$ cat src/rtl/mem_rr_pkg.sv
// Shared types and constants for the round-robin memory controller.
//   MEM_AW / MEM_DW : memory address / data width (16x8 register memory)
//   mem_req_t       : one memory access (write flag, address, write data)
//   owner_e         : which requester an access belongs to
//   state_e         : controller states (ST_INIT only used with MEM_RR_CTRL_INIT_EN)
package mem_rr_pkg;

  localparam int unsigned MEM_AW = 4;
  localparam int unsigned MEM_DW = 8;

  typedef struct packed {
    logic              we;
    logic [MEM_AW-1:0] adr;
    logic [MEM_DW-1:0] wdat;
  } mem_req_t;

  typedef enum logic {
    OWN_A = 1'b0,
    OWN_B = 1'b1
  } owner_e;

  typedef enum logic {
    ST_INIT = 1'b0,
    ST_RUN  = 1'b1
  } state_e;

endpackage

$ cat src/rtl/mem_rr_ctrl_rr_pick2.sv
// rr_pick2: two-input round-robin picker.
//   clk, rst : clock, synchronous active-high reset
//   req[1:0] : request lines (bit 0 = A, bit 1 = B)
//   advance  : a grant was taken this cycle; update the last-grant pointer
//   gnt[1:0] : one-hot grant, combinational from req and the pointer
module rr_pick2
  import mem_rr_pkg::*;
(
  input  logic       clk,
  input  logic       rst,
  input  logic [1:0] req,
  input  logic       advance,
  output logic [1:0] gnt
);

  owner_e last_q;

  // On a tie the requester that was not granted last wins.
  always_comb begin
    gnt = 2'b00;
    case (req)
      2'b01:   gnt = 2'b01;
      2'b10:   gnt = 2'b10;
      2'b11:   gnt = (last_q == OWN_B) ? 2'b01 : 2'b10;
      default: gnt = 2'b00;
    endcase
  end

  // Reset to B so that A wins the first tie.
  always_ff @(posedge clk) begin
    if (rst) begin
      last_q <= OWN_B;
    end else if (advance) begin
      last_q <= gnt[1] ? OWN_B : OWN_A;
    end
  end

endmodule

$ cat src/rtl/mem_rr_ctrl.sv
// mem_rr_ctrl: shares a single-port 16x8 register memory (registered read
// address, read data one cycle later) between requesters A and B.
// Optional build macro: MEM_RR_CTRL_INIT_EN -- after reset, clear all 16
// memory words to zero (busy high) before accepting requests.
//   clk, rst            : clock, synchronous active-high reset
//   x_valid/x_ready     : request handshake per requester (ready is the grant)
//   x_we/x_adr/x_wdat   : request payload
//   x_rvalid/x_rdat     : one-cycle read response (rdat is 0 when rvalid low)
//   mem_adr/mem_dat_w/mem_we/mem_dat_r : memory port
//   busy                : controller not accepting requests (INIT)
// AW/DW must match MEM_AW/MEM_DW of mem_rr_pkg.
module mem_rr_ctrl
  import mem_rr_pkg::*;
#(
  parameter int unsigned AW = MEM_AW,
  parameter int unsigned DW = MEM_DW
) (
  input  logic          clk,
  input  logic          rst,
  input  logic          a_valid,
  output logic          a_ready,
  input  logic          a_we,
  input  logic [AW-1:0] a_adr,
  input  logic [DW-1:0] a_wdat,
  output logic          a_rvalid,
  output logic [DW-1:0] a_rdat,
  input  logic          b_valid,
  output logic          b_ready,
  input  logic          b_we,
  input  logic [AW-1:0] b_adr,
  input  logic [DW-1:0] b_wdat,
  output logic          b_rvalid,
  output logic [DW-1:0] b_rdat,
  output logic [AW-1:0] mem_adr,
  output logic [DW-1:0] mem_dat_w,
  output logic          mem_we,
  input  logic [DW-1:0] mem_dat_r,
  output logic          busy
);

  state_e     state_q, state_d;
  logic       run_en;
  logic [1:0] req;
  logic [1:0] gnt;
  mem_req_t   a_req, b_req, mem_req;
  logic       rd_q;
  owner_e     own_q;
`ifdef MEM_RR_CTRL_INIT_EN
  logic [AW-1:0] cnt_q, cnt_d;
`endif

  // Requests are only eligible in RUN and never while reset is asserted.
  assign run_en = !rst && (state_q == ST_RUN);
  assign req    = {b_valid, a_valid} & {2{run_en}};

  rr_pick2 u_pick (
    .clk     (clk),
    .rst     (rst),
    .req     (req),
    .advance (|gnt),
    .gnt     (gnt)
  );

  assign a_ready = gnt[0];
  assign b_ready = gnt[1];

  assign a_req = '{we: a_we, adr: a_adr, wdat: a_wdat};
  assign b_req = '{we: b_we, adr: b_adr, wdat: b_wdat};

  // State register (and clear counter when the INIT sweep is built in).
  always_ff @(posedge clk) begin
    if (rst) begin
`ifdef MEM_RR_CTRL_INIT_EN
      state_q <= ST_INIT;
      cnt_q   <= '0;
`else
      state_q <= ST_RUN;
`endif
    end else begin
      state_q <= state_d;
`ifdef MEM_RR_CTRL_INIT_EN
      cnt_q   <= cnt_d;
`endif
    end
  end

  // Next state and memory drive: INIT sweeps zeros, RUN forwards the grant.
  always_comb begin
    state_d = state_q;
    mem_req = '0;
`ifdef MEM_RR_CTRL_INIT_EN
    cnt_d   = cnt_q;
`endif
    case (state_q)
      ST_INIT: begin
`ifdef MEM_RR_CTRL_INIT_EN
        if (!rst) begin
          mem_req.we  = 1'b1;
          mem_req.adr = cnt_q;
          cnt_d       = cnt_q + AW'(1);
          if (&cnt_q) begin
            state_d = ST_RUN;
          end
        end
`else
        state_d = ST_RUN;
`endif
      end
      ST_RUN: begin
        if (gnt[0]) begin
          mem_req = a_req;
        end else if (gnt[1]) begin
          mem_req = b_req;
        end
      end
      default: state_d = ST_RUN;
    endcase
  end

  assign mem_we    = mem_req.we;
  assign mem_adr   = mem_req.adr;
  assign mem_dat_w = mem_req.wdat;
  assign busy      = (state_q == ST_INIT);

  // Response pipeline: read flag and owner of the access granted this cycle.
  always_ff @(posedge clk) begin
    if (rst) begin
      rd_q  <= 1'b0;
      own_q <= OWN_A;
    end else begin
      rd_q  <= (gnt[0] && !a_we) || (gnt[1] && !b_we);
      own_q <= gnt[1] ? OWN_B : OWN_A;
    end
  end

  assign a_rvalid = rd_q && (own_q == OWN_A);
  assign b_rvalid = rd_q && (own_q == OWN_B);
  assign a_rdat   = a_rvalid ? mem_dat_r : '0;
  assign b_rdat   = b_rvalid ? mem_dat_r : '0;

endmodule

$ cat config.mk
export PLATFORM = sky130hd
export DESIGN_NAME = mem_rr_ctrl
export DESIGN_NICKNAME = d
export VERILOG_FILES = /design/src/rtl/mem_rr_pkg.sv /design/src/rtl/mem_rr_ctrl_rr_pick2.sv /design/src/rtl/mem_rr_ctrl.sv
export SDC_FILE = /design/constraint.sdc
export NUM_CORES = 1
export LEC_CHECK = 0
export ABC_AREA = 1
export CORE_MARGIN = 2
export CORE_UTILIZATION = 25
export DETAILED_ROUTE_END_ITERATION = 6
export HOLD_SLACK_MARGIN = 0.15
export PLACE_DENSITY = 0.82
export SLEW_MARGIN = 20
export SYNTH_ARGS = -nofsm -noshare
export SYNTH_HDL_FRONTEND = slang
export SYNTH_SLANG_ARGS = --single-unit
export TNS_END_PERCENT = 1
$ cat constraint.sdc
create_clock -name clk -period 2.6 [get_ports clk]
set_clock_uncertainty 0.2 [all_clocks]
set_input_delay 0.52 -clock clk [delete_from_list [all_inputs] [get_ports clk]]
set_output_delay 0.52 -clock clk [all_outputs]
set_load 0.02 [all_outputs]
## Word level (Yosys, flattened, before mapping)

Index checks and enable logic that the tools add are counted.

| word-level totals | value |
|---|---|
| flip-flop bits (word level) | 3 |
| input bits | 38 |
| output and inout bits | 34 |
| logic and storage cells | 24 |

| cells by class | value |
|---|---|
| eq/ne operators | 3 |
| multiplexer cells | 7 |
| bitwise gates (word level) | 2 |
| reduce and logical (&&, ||, !) cells | 9 |

Operators with widths:

| operator | number |
|---|---|
| two-way mux 13 bit | 2 |
| two-way mux 8 bit | 2 |
| one-hot mux 2 bit (3 select lines) | 1 |
| equality test 2 bit (second input constant) | 2 |
| logical AND 1 bit | 4 |
| logical NOT 1 bit | 3 |
| AND 2 bit | 1 |
| equality test 2 x 1 -> 1 bit (second input constant) | 1 |
| two-way mux 2 bit | 1 |
| OR reduction 2 bit | 1 |
| logical OR 1 bit | 1 |
| two-way mux 1 bit | 1 |
| NOT 1 bit | 1 |

## Longest topological paths before layout

| logic depth | value |
|---|---|
| depth after elaboration | 6 |
| depth in mapped cells | 5 |
| depth with buffers taken out | 4 |

## Cells and area by module

From an unflattened synthesis, not the netlist that was laid out.

| second synthesis, totals | value |
|---|---|
| cells, all modules | 98 |
| area, all modules | 462.9 um2 |

By module, submodules not included:

| module | instances | cells each | area each (um2) | sequential area each (um2) |
|---|---|---|---|---|
| mem_rr_ctrl | 1 | 89 | 404.1 | 40.0 |
| rr_pick2 | 1 | 9 | 58.8 | 20.0 |

## Least setup slack after synthesis

Ideal clock, no wire load.

| path | value |
|---|---|
| kind | reg-to-output |
| from | register rd_q |
| to | output port a_rdat[0] |
| arrival | 1.167 ns |
| setup slack | 0.713 ns |
| stages on the path, launching flop included | 5 |
| buffers on the path | 0 |
| cells stage by stage | dfxtp_1 inv_1 nor2_1 inv_1 nor2_1 |

| between the ends | value |
|---|---|
| longest elaborated chain between the ends | 2 |

Ends and longest elaborated chain:

| element | line | text |
|---|---|---|
| start: declaration | mem_rr_ctrl.sv:46 | `logic rd_q;` |
| start signal: assignment | mem_rr_ctrl.sv:131 | `rd_q <= (gnt[0] && !a_we) \|\| (gnt[1] && !b_we);` |
| logical AND 1 bit | mem_rr_ctrl.sv:136 | `assign a_rvalid = rd_q && (own_q == OWN_A);` |
| named net a_rvalid | mem_rr_ctrl.sv:25 | `output logic a_rvalid,` |
| two-way mux 8 bit | mem_rr_ctrl.sv:138 | `assign a_rdat = a_rvalid ? mem_dat_r : '0;` |
| end: declaration | mem_rr_ctrl.sv:26 | `output logic [DW-1:0] a_rdat,` |

The timed path passes the listed nets, and every way through them passes these cells.

## Final worst setup path

| path | value |
|---|---|
| from | input port b_valid |
| to | output port mem_dat_w[0] |

| between the ends | value |
|---|---|
| longest elaborated chain between the ends | 5 |
| elaborated cells between the ends (all ways) | 7 |

Ends and longest elaborated chain:

| element | line | text |
|---|---|---|
| start: declaration | mem_rr_ctrl.sv:27 | `input logic b_valid,` |
| AND 2 bit (*) | mem_rr_ctrl.sv:54 | `assign req = {b_valid, a_valid} & {2{run_en}};` |
| equality test 2 bit / equality test 2 x 1 -> 1 bit (equally long branches) | mem_rr_ctrl_rr_pick2.sv:21 | `case (req)` |
| one-hot mux 2 bit (3 select lines) (*) | mem_rr_ctrl_rr_pick2.sv:21 |  |
| two-way mux 13 bit | mem_rr_ctrl.sv:112 | `end else if (gnt[1]) begin` |
| two-way mux 13 bit (*) | mem_rr_ctrl.sv:110 | `if (gnt[0]) begin` |
| end: declaration | mem_rr_ctrl.sv:35 | `output logic [DW-1:0] mem_dat_w,` |

Every way passes the cells marked *; elsewhere a longest branch is shown, timed or not.

==> key figures <==
Final layout
  • Final nets: a little over 200
  • Diodes inserted: 0
  • Area grow syn2layout: 147.6%
  • Filler Cell Count: 183
  • Post-Layout Cell Count: roughly 190
  • Layout cells sized above 1: 15.06%

Global route
  • First-pass GRT wire length: 3.477 mm
  • Vias in the first global route: 849
  • GRT Overall Usage: 18.11%
  • Largest net degree at the start of global routing: 17
  • Initial antenna violation count: 0
  • GRT Residual Overflow: 0

Power
  • Clock network power share: 25.7%
  • Peak supply drop: 0.1405 mV
  • NetSw: between 0.0001 and 0.00015 W
  • PwrDens: 259.0 nW/µm²
  • Pint: roughly 0.00020 W
  • Seq pwr share: 16.2%
  • Combinational power share: approximately 58%
  • Leak: 0.6185 nW
  • Switching Share: a little over a third

Route
  • Routed length per instance: 10.85 µm
  • ANT nets after route: 0
  • Drt via density: 4.585
  • Remaining DRCs: 0
  • WL final: 2.095 mm
  • Vias post-DR: between 800 and 900
  • TritonRoute pass-1 iters: 4
  • Detailed Route Iter0 Violations: 7

Setup path
  • Worst EP required: 1.88 ns
  • Crit path DAT: 1.82 ns
  • Startpoint Class: input pin
  • Critical path peak fanout: 15
  • CP Class: in2out
  • CP endpoint kind: output port

Synth
  • Synth top cells by count: nor2_1 (17), nand2_1 (15), nand4_1 (14)
  • Largest cells by area after synthesis: nand4_1 (18%), nand3_1 (13%), nor2_1 (13%)
  • #FFs+latches synth: 3
  • EDFF count, synth: 0
  • Top FF cell, synth: dfxtp_1
  • Biggest area consumer among synthesized cells: nand4_1
  • Mapped Cells: 93
  • Synth warn: 0
  • Netlist Area Pre-Place: between 400 and 500 µm²
  • Count leader, synth: nor2_1
  • Top cell type's share of synthesized area: approximately 18%
  • Mapped Nets: 131
  • Synth cell types: 17
  • Async set-reset flop share out of synthesis: 0%
  • Syn_area_per_cell: 5.368 µm²
  • Register area share after synthesis: between 10 and 15%

Floorplan
  • DIE HEIGHT: 48.69 µm
  • Io pins: 72
  • Rows: 16
  • Core region area: 1922 µm²
  • Die ar.: about 2400 µm²
  • Initial Util: 25.98%
  • Die width: 48.69 µm

Run status
  • Status: finished clean

STA
  • Final setup viols: 0
  • Max-slew violation count: 0
  • Final critical-path required period: approximately 2.5 ns
  • FMAX: 393.4 MHz
  • Setup Total Neg Slack: 0 ns
  • Final period util: 97.77%
  • Count of final hold-check violations: 0
  • RSZ-0062 raised after global routing: yes

Clocking
  • CTS Buf Count: 3
  • Root Driver: clkbuf_4
  • CTS tree: yes
  • CTS H-Tree Depth: 1
  • Worst skew pair latency: about 0.23 ns
  • CTS Sinks: 3
  • # hold bufs at CTS: 0
  • Clock-pin slew on the worst setup and hold paths: 0.04 ns
  • Max clock buf depth: 2

Placed design
  • GP Congestion: between 0.7 and 0.8
  • Count of input and output buffers: 70
  • # placed instances: approximately 190
  • Placed wire-length estimate: 1.757 mm

Min path
  • Hold Path Class: reg2reg

Job
  • Max-cap violation count: 0
[stage by stage]
step,power [W],hold slack (ns),instance area [µm²],setup slack [ns],util (%)
2_1_floorplan,0.0001346,0.2991,499.2,0.7133,-
4_1_cts,0.0003272,0.4204,1274,0.009368,66.28
5_1_grt,0.0003398,0.4674,1236,-0.01896,64.32
3_5_place_dp,0.0002477,0.3601,1235,-0.2893,64.26
3_3_place_gp,0.0002432,0.3296,1235,-0.2612,64.26
6_report,0.0003202,0.4190,1236,0.05786,64.32
[flip-flops by register name (all words and copies together), names as in the netlist]
register       flops
own_q              1
rd_q               1
u_pick.last_q      1
[path summary, 6_finish.rpt]
check / from / to / slack, ns / cells after the start
min reg2reg: u_pick.last_q / u_pick.last_q / 0.42 / 2
min: u_pick.last_q / u_pick.last_q / 0.42 / 2
max: b_valid / mem_dat_w[0] / 0.06 / 7
max reg2reg: u_pick.last_q / rd_q / 1.41 / 5
[critical path, stage by stage]
cell and delay (ns):
clkdlybuf4s50_1 0.54, inv_2 0.07, nor2_4 0.12, buf_12 0.14, nand3_1 0.06, nand2_1 0.07
clkdlybuf4s15_1 0.30
[placed cells by master (no fill, tap or decap), types with 3 or more instances in the layout]
cell and n:
clkdlybuf4s50_1 54, nor2_1 17, nand2_1 15, nand4_1 14, inv_1 13, nand3_1 13
clkbuf_2 11, buf_4 4, clkbuf_4 3, clkdlybuf4s15_1 3, dfxtp_1 3
[logic make-up (layout without fill, tap and decap cells)]
| group | count (synthesis) | count (layout) | share of synthesized area [%] |
|---|---|---|---|
| AOI/OAI and AO/OA | 1 | 1 | 1.504 |
| buffers and inverters | 22 | 95 | 21.05 |
| DFF | 3 | 3 | 12.03 |
| other | 1 | 1 | 0.7512 |
| and+or+nand+nor | 66 | 66 | 64.66 |
[power groups by stage]
stage	Combinational [W]	Sequential [W]	Clock [W]
final	0.000186	0.0000519	0.0000824
after global routing	0.000201	0.0000521	0.0000863
after CTS	0.000190	0.0000518	0.0000857
after detailed placement	0.000196	0.0000522	0
after global placement	0.000191	0.0000518	0
after floorplan	0.0000831	0.0000515	0
[final cells by class]
class / count / area, µm² / share of cell area [%]
clock buffers: 4 / 26.28 / 2.125
multi-input cells: 68 / 344.1 / 27.83
inverters: 15 / 58.81 / 4.757
repair buffers: 76 / 713.2 / 57.69
flip-flops and latches: 3 / 60.06 / 4.858
well taps: 27 / 33.78 / 2.733
[routing by layer]
layer  part of all wire, %  up-vias  track usage, %
met3                    14        0           6.790
met1                    37      375           18.42
met4                     0        0           5.714
met2                    48       64           33.79
li1                      -      446               -
met5                     0        -               0
[timing repair]
item	CTS	global route
pin swaps	1	0
cloned	0	0
setup buffers	1	0
hold endpoints to repair	0	0
gates resized for setup	19	25
endpoints found under the setup margin	15	14
No activity file was read; power rests on OpenSTA's default activity.
